==> src/rtl/akiko_pkg.sv <==
// Shared types and defaults for the Akiko planar-to-chunky converter.
package akiko_pkg;

  typedef enum logic {
    S_LOAD  = 1'b0,
    S_DRAIN = 1'b1
  } state_t;

  localparam int unsigned MAX_PLANES   = 8;
  localparam logic [5:0]  DEF_DATA_OFS = 6'h0F;
  localparam logic [5:0]  DEF_STAT_OFS = 6'h10;

endpackage

==> src/rtl/akiko_p2c_gather.sv <==
// Combinational gather: picks pixel pair rdptr out of the captured planes and
// packs it into one 16-bit chunky word (even pixel in the high byte).
module akiko_p2c_gather
  import akiko_pkg::*;
#(
  parameter int unsigned PLANES = MAX_PLANES
) (
  input  logic [16*MAX_PLANES-1:0] planes,
  input  logic [2:0]               rdptr,
  output logic [15:0]              word
);

  logic [3:0] n_hi;
  logic [3:0] n_lo;

  assign n_hi = {rdptr, 1'b0};
  assign n_lo = {rdptr, 1'b1};

  // Pixel n lives at plane bit 15-n, which for a 4-bit n is simply ~n.
  for (genvar p = 0; p < MAX_PLANES; p++) begin : g_plane
    if (p < PLANES) begin : g_used
      logic [15:0] pw;
      assign pw        = planes[p*16 +: 16];
      assign word[8+p] = pw[~n_hi];
      assign word[p]   = pw[~n_lo];
    end else begin : g_unused
      assign word[8+p] = 1'b0;
      assign word[p]   = 1'b0;
    end
  end

endmodule

==> src/rtl/akiko_p2c.sv <==
// Akiko planar-to-chunky converter. CPU writes bitplane words to the data
// register, then reads back chunky pixel pairs from the same register.
// Optional status register at STAT_OFS when AKIKO_P2C_STATUS_EN is defined.
module akiko_p2c
  import akiko_pkg::*;
#(
  parameter int unsigned PLANES   = MAX_PLANES,
  parameter logic [5:0]  DATA_OFS = DEF_DATA_OFS
`ifdef AKIKO_P2C_STATUS_EN
  ,
  parameter logic [5:0]  STAT_OFS = DEF_STAT_OFS
`endif
) (
  input  logic        clk,
  input  logic        reset,
  input  logic [23:1] address_in,
  input  logic [15:0] data_in,
  output logic [15:0] data_out,
  input  logic        rd,
  input  logic        hwr,
  input  logic        lwr,
  input  logic        sel_akiko
);

  localparam logic [2:0] LAST_PLANE    = 3'(PLANES - 1);
  localparam logic [2:0] RESTART_PTR   = (PLANES == 1) ? 3'd0 : 3'd1;
  localparam state_t     RESTART_STATE = (PLANES == 1) ? S_DRAIN : S_LOAD;

  logic        sel_d;
  logic        wstb;
  logic        rstb;
  logic        wstb_q;
  logic        rstb_q;
  logic        wr_armed_q;
  logic        wr_edge;
  logic        rd_edge;

  state_t      state_q;
  state_t      state_d;
  logic [2:0]  wrptr_q;
  logic [2:0]  wrptr_d;
  logic [2:0]  rdptr_q;
  logic [2:0]  rdptr_d;

  logic        plane_we;
  logic [2:0]  plane_idx;
  logic [15:0] plane_q [MAX_PLANES];
  logic [16*MAX_PLANES-1:0] planes_flat;
  logic [15:0] word;

  logic        unused_addr;
  assign unused_addr = ^{address_in[23:8], address_in[1]};

  assign sel_d = sel_akiko && (address_in[7:2] == DATA_OFS);
  assign wstb  = sel_d && hwr && lwr;
  assign rstb  = sel_d && rd;

  // A strobe already high when reset releases must not count as a rising edge,
  // so writes are only armed once the strobe has been seen low.
  assign wr_edge = wstb && !wstb_q && wr_armed_q;
  assign rd_edge = !rstb && rstb_q;

  // Strobe history for edge detection.
  always_ff @(posedge clk or posedge reset) begin
    if (reset) begin
      wstb_q     <= 1'b0;
      rstb_q     <= 1'b0;
      wr_armed_q <= 1'b0;
    end else begin
      wstb_q     <= wstb;
      rstb_q     <= rstb;
      wr_armed_q <= wr_armed_q || !wstb;
    end
  end

  // FSM and pointer registers.
  always_ff @(posedge clk or posedge reset) begin
    if (reset) begin
      state_q <= S_LOAD;
      wrptr_q <= 3'd0;
      rdptr_q <= 3'd0;
    end else begin
      state_q <= state_d;
      wrptr_q <= wrptr_d;
      rdptr_q <= rdptr_d;
    end
  end

  // Next-state: a write edge takes priority and drops any coincident read advance.
  always_comb begin
    state_d   = state_q;
    wrptr_d   = wrptr_q;
    rdptr_d   = rdptr_q;
    plane_we  = 1'b0;
    plane_idx = wrptr_q;
    if (wr_edge) begin
      plane_we = 1'b1;
      unique case (state_q)
        S_LOAD: begin
          if (wrptr_q == LAST_PLANE) begin
            wrptr_d = 3'd0;
            rdptr_d = 3'd0;
            state_d = S_DRAIN;
          end else begin
            wrptr_d = wrptr_q + 3'd1;
          end
        end
        S_DRAIN: begin
          plane_idx = 3'd0;
          wrptr_d   = RESTART_PTR;
          rdptr_d   = 3'd0;
          state_d   = RESTART_STATE;
        end
      endcase
    end else if (rd_edge) begin
      rdptr_d = rdptr_q + 3'd1;
      wrptr_d = 3'd0;
      state_d = S_DRAIN;
    end
  end

  // Plane capture registers; planes not rewritten keep their old contents.
  always_ff @(posedge clk or posedge reset) begin
    if (reset) begin
      for (int i = 0; i < MAX_PLANES; i++) begin
        plane_q[i] <= 16'h0000;
      end
    end else if (plane_we) begin
      plane_q[plane_idx] <= data_in;
    end
  end

  // Flatten planes for the gather block.
  always_comb begin
    planes_flat = '0;
    for (int i = 0; i < MAX_PLANES; i++) begin
      planes_flat[i*16 +: 16] = plane_q[i];
    end
  end

  akiko_p2c_gather #(
    .PLANES(PLANES)
  ) u_gather (
    .planes(planes_flat),
    .rdptr (rdptr_q),
    .word  (word)
  );

`ifdef AKIKO_P2C_STATUS_EN
  logic stat_rd;
  assign stat_rd = sel_akiko && (address_in[7:2] == STAT_OFS) && rd;
`endif

  // Read mux: zero when not selected so it can be ORed into the CPU data bus.
  always_comb begin
    data_out = 16'h0000;
    if (rstb) begin
      data_out = word;
    end
`ifdef AKIKO_P2C_STATUS_EN
    if (stat_rd) begin
      data_out = {12'h000, state_q == S_DRAIN, rdptr_q};
    end
`endif
  end

endmodule

==> config.mk <==
export PLATFORM = sky130hd
export DESIGN_NAME = akiko_p2c
export DESIGN_NICKNAME = d
export VERILOG_FILES = /design/src/rtl/akiko_pkg.sv /design/src/rtl/akiko_p2c_gather.sv /design/src/rtl/akiko_p2c.sv
export SDC_FILE = /design/constraint.sdc
export NUM_CORES = 1
export LEC_CHECK = 0
export ABC_AREA = 1
export BUFFER_PORTS_ARGS = -buffer_cell sky130_fd_sc_hd__buf_2
export CORE_UTILIZATION = 50
export CTS_CLUSTER_SIZE = 16
export DETAILED_ROUTE_END_ITERATION = 10
export GPL_TIMING_DRIVEN = 0
export PLACE_DENSITY = 0.68
export SYNTH_ARGS = -nofsm -noshare
export SYNTH_HDL_FRONTEND = slang
export SYNTH_HIERARCHICAL = 1
export SYNTH_SLANG_ARGS = --single-unit
==> constraint.sdc <==
create_clock -name clk -period 5.5 [get_ports clk]
set_input_delay 0.275 -clock clk [delete_from_list [all_inputs] [get_ports clk]]
set_output_delay 0.275 -clock clk [all_outputs]
set_load 0.01 [all_outputs]
==> run metrics <==
status finished, final reports clean; WL per Instance 15.39 um; crit path time final between 2 and 3 ns; worst setup path startpoint address_in[7]; first-iteration detailed-routing DRC count 604; crit path DAT between 2 and 2.5 ns; Clock transition at path regs about 0.06 ns; Layout area overhead 13.33%; Placement Rows 45; critical path cell sequence buf_2 -> nor2_2 -> nand2_1 -> nor3b_1 -> inv_1 -> clkbuf_1 -> nor2_1 -> buf_2; first-pass GRT wire length around 35 mm; Cells after Synth about 1200; reg-to-reg startpoint wstb_q; IO Pins 61; RSZ-0062 raised after global routing no; initial cell density of the core 51.88%; Die Span X about 130 um; Peak VDD IR 0.2426 mV; largest net degree at the start of global routing between 90 and 100; nets approximately 1300; PD cells ~300 nW/um^2; fraction of layout cells with a size suffix above 1 around 12%; drt drc 0; synthesized area per cell about 6.9 um^2; wirelength, routed approximately 22 mm; GPL Wtd Cong about 0.84; hold crit path type input port to flip-flop; initial antenna violation count 0; Post-CTS Resized 0; clock insertion delay at the later pin of the skew report 0.43 ns; delay of the slowest cell on the worst path 0.50 ns; Vias per Instance between 4 and 5; Pleak about 0.0053 uW; Hold Startpoint rd; vias in the first global route ~6600; Clock Root Buffer clkbuf_16; Fin. Hold Viols 0; Post-DP Area 8436 um^2; hold_ws approximately 0.19 ns; antenna diode count 0; most used cell, CP buf_2; # Post-CTS Setup Buffers 0; worst path required time around 5.2 ns; core region area 15430 um^2; CP Capture Type primary output; grt total ovfl 0; die height around 130 um; buffers and inverters on the worst path 4; syn nets 1213; Num CTS Buffers 17; Slew @ Worst Pin ~0.64 ns; Setup Viol. Count Final 0; post-DP HPWL 14.80 mm; CTS tree done; remaining antenna violation count 0; setup_tns 0 ns; Final Max Slew Viols 0; final instance area between 9000 and 10000 um^2; Synth Warn # 6; crit path max-delay cell type nor3b_1; critical path class input port to primary output; f_max around 400 MHz; CP max FO 10; total iterations of the first detailed-routing run 5; max_slew headroom approximately 57%; Num Clock Sinks 138; H-tree depth 4; Port Buf Inserts 27; final critical-path share of the clock period about 46%; DR vias 7183; total track usage between 20 and 30%; Yosys reg bits between 100 and 150; Maximum Capacitance Violations 0; number of library cell types mapped by synthesis 27; Setup Skew about 0.011 ns; overall power approximately 2700 uW; Max clock buf depth 2; CP Launch Type input port; Layout Utilization 58.80%; Die ar. 16520 um^2; register area share after synthesis between 40% and 50%; Synth Cell Area 8004 um^2; Worst path top cell family by delay buffers and inverters
==> path summary, 6_finish.rpt <==
check / slack (ns) / cells after the start / end
max: 2.99 / 8 / data_out[10]
min: 0.19 / 2 / rstb_q
max reg2reg: 3.66 / 9 / plane_q[100]
min reg2reg: 0.47 / 2 / plane_q[28]
max in group asynchronous: 4.29 / 4 / plane_q[116]
min in group asynchronous: 0.41 / 3 / plane_q[45]
==> registers in the layout (all words and copies together) (netlist names) <==
| register | count |
|---|---|
| rstb_q | 1 |
| wr_armed_q | 1 |
| plane_q | 128 |
| wrptr_q | 3 |
| state_q | 1 |
| wstb_q | 1 |
| rdptr_q | 3 |
==> cells in the final DEF (no fill, tap or decap) <==
cell / synthesis / final
nand2_1: 515 / 515
inv_1: 211 / 210
dfrtp_1: 138 / 138
nand3_1: 107 / 107
buf_2: 46 / 73
o21bai_1: 48 / 48
nor2_1: 22 / 22
nand4_1: 17 / 17
clkbuf_16: 0 / 17
buf_6: 8 / 8
nor2_2: 7 / 7
buf_4: 7 / 7
nand3_2: 6 / 6
inv_6: 0 / 6
inv_2: 5 / 5
nor2_4: 5 / 5
clkbuf_1: 5 / 5
nand2_2: 3 / 3
ha_1: 3 / 3
bufinv_16: 0 / 3
clkbuf_8: 0 / 3
nand4_2: 2 / 2
o21ai_0: 2 / 2
clkinvlp_4: 0 / 2
clkinv_2: 0 / 2
nand3_4: 1 / 1
nand4_4: 1 / 1
buf_1: 1 / 1
nor3b_1: 1 / 1
o21ai_2: 1 / 1
xor2_1: 1 / 1
a21oi_1: 1 / 1
o22ai_1: 1 / 1
dlygate4sd3_1: 0 / 1
buf_16: 0 / 1
==> where the power goes <==
part	total, uW	leakage (uW)	switching, uW	internal [uW]
logic	442	0.00335	318	123
registers	1060	0.00167	21.2	1040
clock network	1220	0.000304	469	755
==> cells by family after synthesis <==
logic type	Yosys count	share of synthesized area, %
AND/OR/NAND/NOR	687	36.33
buffers and inverters	283	15.07
flip-flops	138	43.15
AO/OA/AOI/OAI	53	4.877
adder cells (fa/ha/maj)	3	0.4690
XOR/XNOR	1	0.1094
==> area by class of cell <==
| cell class | count | area (um^2) |
|---|---|---|
| clock inverter | 12 | 158.9 |
| fill | 1529 | 6356 |
| inverter | 216 | 815.8 |
| sequential | 138 | 3453 |
| clock buffer | 20 | 466.7 |
| multi-input combinational | 744 | 3344 |
| tap | 211 | 264.0 |
| timing repair buffer | 29 | 172.7 |
| buffer | 67 | 395.4 |
==> stage by stage <==
stage | setup slack [ns] | cells
3_5_place_dp | 2.991 | 1404
5_1_grt | 2.859 | 1437
4_1_cts | 2.991 | 1437
2_1_floorplan | 1.529 | 1165
3_3_place_gp | -0.3213 | 1403
6_report | 2.986 | 1437
==> repair_timing <==
| item | CTS | global route |
|---|---|---|
| endpoints found under the setup margin | 0 | 0 |
| hold buffers | 1 | 0 |
| endpoints found under the hold margin | 42 | 0 |
==> metal layers <==
| layer | wire (um) | vias to the layer above | track usage [%] | part of all wire [%] |
|---|---|---|---|---|
| met4 | 296 | 0 | 8.097 | 1.3 |
| met2 | 10230 | 234 | 46.17 | 46 |
| met1 | 10240 | 3373 | 39.96 | 46 |
| met5 | 0 | - | 0 | 0 |
| met3 | 1347 | 24 | 4.782 | 6.1 |
| li1 | - | 3552 | - | - |
==> synthesized netlist by cell type (all sizes together) <==
| cell type | n | share of area (%) |
|---|---|---|
| a21oi | 1 | 0.062 |
| buf | 62 | 4.7 |
| clkbuf | 5 | 0.23 |
| dfrtp | 138 | 43 |
| ha | 3 | 0.47 |
| inv | 216 | 10 |
| nand2 | 518 | 24 |
| nand3 | 114 | 7.7 |
| nand4 | 20 | 1.9 |
| nor2 | 34 | 2.3 |
| nor3b | 1 | 0.094 |
| o21ai | 3 | 0.23 |
| o21bai | 48 | 4.5 |
| o22ai | 1 | 0.078 |
| xor2 | 1 | 0.11 |
(Power assumes the default switching activity.)
